## src/rtl/serial_chunk_adder_if.sv

```systemverilog
// serial_chunk_adder_if: request/result bundle
// between a requester and the chunk adder.
interface serial_chunk_adder_if #(
  parameter int N = 8
);
  logic         start;
  logic [N-1:0] a;
  logic [N-1:0] b;
  logic         cin;
  logic         busy;
  logic         done;
  logic [N-1:0] sum;
  logic         cout;

  modport master (
    output start,
    output a,
    output b,
    output cin,
    input  busy,
    input  done,
    input  sum,
    input  cout
  );

  modport slave (
    input  start,
    input  a,
    input  b,
    input  cin,
    output busy,
    output done,
    output sum,
    output cout
  );
endinterface

```

## src/rtl/serial_chunk_adder.sv

```systemverilog
// serial_chunk_adder: adds two N-bit operands
// W bits per clock, LSB chunk first.
module serial_chunk_adder #(
  parameter int N = 8,
  parameter int W = 2
) (
  input logic clk,
  input logic rst_n,
  serial_chunk_adder_if.slave bus
);
  localparam int C  = N / W;
  localparam int CW = (C > 1) ? $clog2(C) : 1;

  typedef enum logic [1:0] {
    IDLE,
    RUN,
    DONE
  } state_t;

  state_t        state;
  logic [N-1:0]  op_a;
  logic [N-1:0]  op_b;
  logic          carry;
  logic [CW-1:0] cnt;
  logic [N-1:0]  res;
  logic [N-1:0]  sum_q;
  logic          cout_q;
  logic          busy_q;
  logic          done_q;

  logic [W:0]    csum;
  logic [N-1:0]  res_next;
  logic          last;

  // one chunk of the ripple sum plus the
  // result register with the new chunk at the top
  always_comb begin
    csum = {1'b0, op_a[W-1:0]}
         + {1'b0, op_b[W-1:0]}
         + {{W{1'b0}}, carry};
    res_next = (res >> W)
             | (N'(csum[W-1:0]) << (N - W));
    last = (cnt == CW'(C - 1));
  end

  // control FSM with registered outputs
  always_ff @(posedge clk) begin
    if (!rst_n) begin
      state  <= IDLE;
      op_a   <= '0;
      op_b   <= '0;
      carry  <= 1'b0;
      cnt    <= '0;
      res    <= '0;
      sum_q  <= '0;
      cout_q <= 1'b0;
      busy_q <= 1'b0;
      done_q <= 1'b0;
    end else begin
      unique case (state)
        IDLE, DONE: begin
          done_q <= 1'b0;
          if (bus.start) begin
            op_a   <= bus.a;
            op_b   <= bus.b;
            carry  <= bus.cin;
            cnt    <= '0;
            busy_q <= 1'b1;
            state  <= RUN;
          end else begin
            busy_q <= 1'b0;
            state  <= IDLE;
          end
        end
        RUN: begin
          res   <= res_next;
          carry <= csum[W];
          op_a  <= op_a >> W;
          op_b  <= op_b >> W;
          cnt   <= cnt + CW'(1);
          if (last) begin
            sum_q  <= res_next;
            cout_q <= csum[W];
            done_q <= 1'b1;
            busy_q <= 1'b0;
            state  <= DONE;
          end
        end
        default: begin
          busy_q <= 1'b0;
          done_q <= 1'b0;
          state  <= IDLE;
        end
      endcase
    end
  end

  assign bus.busy = busy_q;
  assign bus.done = done_q;
  assign bus.sum  = sum_q;
  assign bus.cout = cout_q;
endmodule

```

## src/flat_wrapper.sv

```systemverilog
// flat-port wrapper written by rule: the top's interface ports become plain ports
module serial_chunk_adder_flat 
#(
  parameter int N = 8,
  parameter int W = 2
)
  (clk, rst_n, bus_start, bus_a, bus_b, bus_cin, bus_busy, bus_done, bus_sum, bus_cout);
  serial_chunk_adder_if #(.N(N)) bus_i ();
  input logic clk;
  input logic rst_n;
  input wire logic [$bits(bus_i.start)-1:0] bus_start;
  input wire logic [$bits(bus_i.a)-1:0] bus_a;
  input wire logic [$bits(bus_i.b)-1:0] bus_b;
  input wire logic [$bits(bus_i.cin)-1:0] bus_cin;
  output wire logic [$bits(bus_i.busy)-1:0] bus_busy;
  output wire logic [$bits(bus_i.done)-1:0] bus_done;
  output wire logic [$bits(bus_i.sum)-1:0] bus_sum;
  output wire logic [$bits(bus_i.cout)-1:0] bus_cout;
  assign bus_i.start = bus_start;
  assign bus_i.a = bus_a;
  assign bus_i.b = bus_b;
  assign bus_i.cin = bus_cin;
  assign bus_busy = bus_i.busy;
  assign bus_done = bus_i.done;
  assign bus_sum = bus_i.sum;
  assign bus_cout = bus_i.cout;
  serial_chunk_adder #(.N(N), .W(W)) u_core (.clk(clk), .rst_n(rst_n), .bus(bus_i));
endmodule
```

## config.mk

```make
export PLATFORM = sky130hd
export DESIGN_NAME = serial_chunk_adder_flat
export DESIGN_NICKNAME = d
export VERILOG_FILES = /design/src/rtl/serial_chunk_adder_if.sv /design/src/rtl/serial_chunk_adder.sv /design/src/flat_wrapper.sv
export SDC_FILE = /design/constraint.sdc
export NUM_CORES = 1
export LEC_CHECK = 0
export ABC_CLOCK_PERIOD_IN_PS = 2200
export CORE_UTILIZATION = 28
export CTS_CLUSTER_SIZE = 8
export DETAILED_ROUTE_END_ITERATION = 10
export DONT_BUFFER_PORTS = 1
export GPL_ROUTABILITY_DRIVEN = 0
export PLACE_DENSITY = 0.53
export RECOVER_POWER = 25
export SETUP_SLACK_MARGIN = 0.2
export SYNTH_ARGS = -nofsm -noshare
export SYNTH_HDL_FRONTEND = slang
export SYNTH_SLANG_ARGS = --single-unit
```

## constraint.sdc

```tcl
create_clock -name clk -period 2.2 [get_ports clk]
set_clock_uncertainty 0.2 [all_clocks]
set_input_delay 0.44 -clock clk [delete_from_list [all_inputs] [get_ports clk]]
set_output_delay 0.44 -clock clk [all_outputs]
set_load 0.01 [all_outputs]
```

# Word level (Yosys, flattened, before mapping)
# Cells that the tools add are included.
# classes
add_sub_neg	3
magnitude_cmp	0
bitwise	1
n_eq_ne	5
multipliers	0
shift	0
mux	14
div_mod_pow	0
reduce_logical	6
# op_table
op	count
one-hot mux 8 bit (2 select lines)	2
two-way mux 8 bit	2
OR 6 x 8 -> 8 bit	1
one-hot mux 2 bit (2 select lines)	2
AND reduction 2 bit	3
== test 2 bit (second input constant)	2
two-way mux 1 bit	4
two-way mux 2 bit	2
one-hot mux 1 bit (2 select lines)	2
adder 2 x 2 -> 3 bit	1
adder 3 x 1 -> 3 bit	1
adder 2 x 1 -> 2 bit (second input constant)	1
== test 2 x 1 -> 1 bit (second input constant)	1
logical NOT 2 bit	1
inequality test 2 x 1 -> 1 bit (second input constant)	1
inequality test 2 bit (second input constant)	1
nonzero test 2 bit	1
OR reduction 2 bit	1
# totals
mem_bits_ro	0
word_cells	39
output_inout_bits	11
memories	0
latchBits	0
input_bits	20
register_bits	40
mem_bits_rw	0

# Depth between registers and ports, before layout
# depth
word_depth	4
depth_mapped	5
depth_no_buf	5

# Worst setup path before layout
# Ideal clock, no wire load.
# synth_timing
kind	register -> register
startpoint	register u_core.carry
endpoint	register u_core.res[7]
path_slack_ns	0.384
n_path_buf	0
setup_ns	0.116
required_time_ns	1.884
stages_incl_launch_ff	6
period_less_slack_ns	1.816
arrival_ns	1.500
path_cell_list	dfxtp_1 inv_1 fa_1 fa_1 nand2_1 o211a_1
# synth_via
elab_chain_cells	2
# synth_rtl
element	line	source
start: declaration	serial_chunk_adder.sv:23	logic carry;
start signal: assignment	serial_chunk_adder.sv:66	carry <= bus.cin;
start signal: assignment	serial_chunk_adder.sv:77	carry <= csum[W];
adder 3 x 1 -> 3 bit	serial_chunk_adder.sv:40	+ {{W{1'b0}}, carry};
OR 6 x 8 -> 8 bit	serial_chunk_adder.sv:42	| (N'(csum[W-1:0]) << (N - W));
end signal: assignment	serial_chunk_adder.sv:76	res <= res_next;
end: declaration	serial_chunk_adder.sv:25	logic [N-1:0] res;
# Every way passes these cells.
# A chain may end at the register's enable or synchronous reset.

# Worst setup path after layout
# Ends and elaborated chain as after synthesis.

==> qor.yml <==
synth_ff_type: "dfxtp_1"
dr.pass1.iters: 4
fmax_mhz: 532.9
layout.nets: 200
cts_hold_buf: 0
cts_setup_buffers: 0
htree_num_levels: 2
fin_crit_sh: 0.8530
final_common_cell: "nand2_1"
initial_core_util: 0.2994
routed_wl_um: 3162
grt_max_degree: 39
synth_top_family_by_area: "compound AO/OA/AOI/OAI gates"
overflow: 0
rows: 26
ff2ff_setup_slack_ps: 320
drv_cap: 0
cts_sinks: 38
synth-edff-count: 0
yosys-mux-area-fraction: 0
fin_crit_ps: 1877
hpwl_um: 2106
grt_antenna_before_repair: 0
worst_slack_ps: 323.3
synth_simple_gate_area_frac: 0.1951
synth_cells: 181
status: "completed"
die_x_um: 77.07
post-route-cell-area_sq_um: 1670
synth_xor_area_frac: 0
cts-root-buf: "clkbuf_8"
wl_per_cell_um: 12.80
drive_gt1_frac: 0.05085
grt_pass1_vias: 1111
power.density_nw_per_um2: 790.9
start_kind: "register"
io_pins: 31
io_buffers: 0
async_flop_share: 0
drtIter0Drc: 37
synth_fa_ha_area_frac: 0.03331
setup_violations: 0
ys_types: 26
final_cells: 247
arrival_ps: 1860
viasPerCell: 4.717
route.detailed.drc: 0
drv_slew: 0
clk_latency_ps: 280
vias: 1165
path_clk_slew_ps: 70
worst_pin_slew_ps: 458.2
dieArea_sq_um: 5939
area_growth_pct: 5.868
cts_resized: 0
whs_ps: 83.95
syn_area_sq_um: 1578
cellLeakagePower_uw: 0.0006535
grt_pass1_wl_um: 5319
grt_usage: 0.1152
syn_nets: 204
setup-tns-final_ps: 0
cts_tree: "done"
hold_viol: 0
diodes: 0
place_area_sq_um: 1594
die_y_um: 77.07
max-vdd-ir-drop_uv: 320.9
cp_max_fo: 2
worstSetupPathType: "register to register"
relSlewSlack: 0.6945
synth-seq-cells: 38
synth_seq_area_share: 0.4822
synth_compound_area_frac: 0.2181
clock_path_buffers: 2
avgSynthCellArea_sq_um: 8.717
place_inst: 240
crit_required_ps: 2180
coreArea_sq_um: 5270
final_cell_mix: "54 x nand2_1, 38 x dfxtp_1, 14 x a21boi_1, 13 x o21ai_0, 12 x a31oi_1"
worst_hold_path_type: "input port to register"
endpoint_kind: "register"
yosys_warnings: 0
ant_nets: 0
rsz0062_at_grt: "no"
numCtsBuffers: 5
place_ws_ps: 321.9
-- metal layers --
| metal | GRT usage | up-vias | part of all wire |
|---|---|---|---|
| li1 | - | 601 | - |
| met1 | 0.1476 | 533 | 0.50 |
| met2 | 0.1732 | 26 | 0.43 |
| met3 | 0.04405 | 5 | 0.059 |
| met4 | 0.04528 | 0 | 0.011 |
| met5 | 0 | - | 0 |
-- critical path: stages, from the launching register on --
cell and delay [ps]:
dfxtp_1 330, inv_1 60, fa_1 440, fa_1 560, nand2_1 50, o211a_1 130
-- cell usage after synthesis, types with 2 or more instances --
| cell | number | share of area |
|---|---|---|
| a21boi_0 | 3 | 0.014 |
| a21boi_1 | 14 | 0.067 |
| a31oi_1 | 12 | 0.048 |
| and3_1 | 2 | 0.0079 |
| buf_2 | 3 | 0.0095 |
| buf_4 | 4 | 0.019 |
| buf_6 | 3 | 0.021 |
| clkbuf_1 | 4 | 0.0095 |
| dfxtp_1 | 38 | 0.48 |
| fa_1 | 2 | 0.025 |
| inv_1 | 5 | 0.012 |
| nand2_1 | 54 | 0.13 |
| nand3_1 | 6 | 0.019 |
| nand3b_1 | 2 | 0.0095 |
| o211a_1 | 6 | 0.038 |
| o21ai_0 | 13 | 0.041 |
-- sequential cells by signal (all words and copies together), names as in the netlist --
| name | count |
|---|---|
| u_core.bus.cout | 1 |
| u_core.op_b | 8 |
| u_core.op_a | 8 |
| u_core.bus.sum | 8 |
| u_core.cnt | 2 |
| u_core.bus.done | 1 |
| u_core.bus.busy | 1 |
| u_core.carry | 1 |
| u_core.res | 6 |
| u_core.state | 2 |
-- stage by stage --
step / util / total power (uW)
final: 0.3170 / 1321
after global routing: 0.3170 / 1401
after CTS: 0.3170 / 1336
after detailed placement: 0.3025 / 890.3
after global placement: 0.3025 / 888.5
after floorplan: - / 879.8
-- cell type report --
cell class                 instances  area, sq um
fill                             595         3600
sequential                        38        760.7
multi-input combinational        124        704.4
tap                               70        87.58
clock buffer                       7        76.32
timing repair buffer               3        22.52
inverter                           5        18.77
-- worst paths after layout --
| kind | start | to | cells past startpoint |
|---|---|---|---|
| worst max-delay path | u_core.carry | u_core.res[7] | 5 |
| worst min register to register | u_core.res[2] | u_core.res[2] | 2 |
| worst max register to register | u_core.carry | u_core.res[7] | 5 |
| worst min-delay path | rst_n | u_core.cnt[0] | 1 |
-- kinds of logic after synthesis --
family                   count (synthesis)
AO/OA/AOI/OAI                           50
flip-flops                              38
adder cells (fa/ha/maj)                  3
buffers and inverters                   19
AND/OR/NAND/NOR                         71
-- power by group --
| group | switching, uW | total, uW | leakage, uW | internal (uW) |
|---|---|---|---|---|
| logic | 73.8 | 125 | 0.000305 | 51.6 |
| clock network | 230 | 449 | 0.0000383 | 218 |
| registers | 21.2 | 747 | 0.000311 | 726 |
| total | 325 | 1320 | 0.000654 | 996 |
No activity file was read; power rests on OpenSTA's default activity.
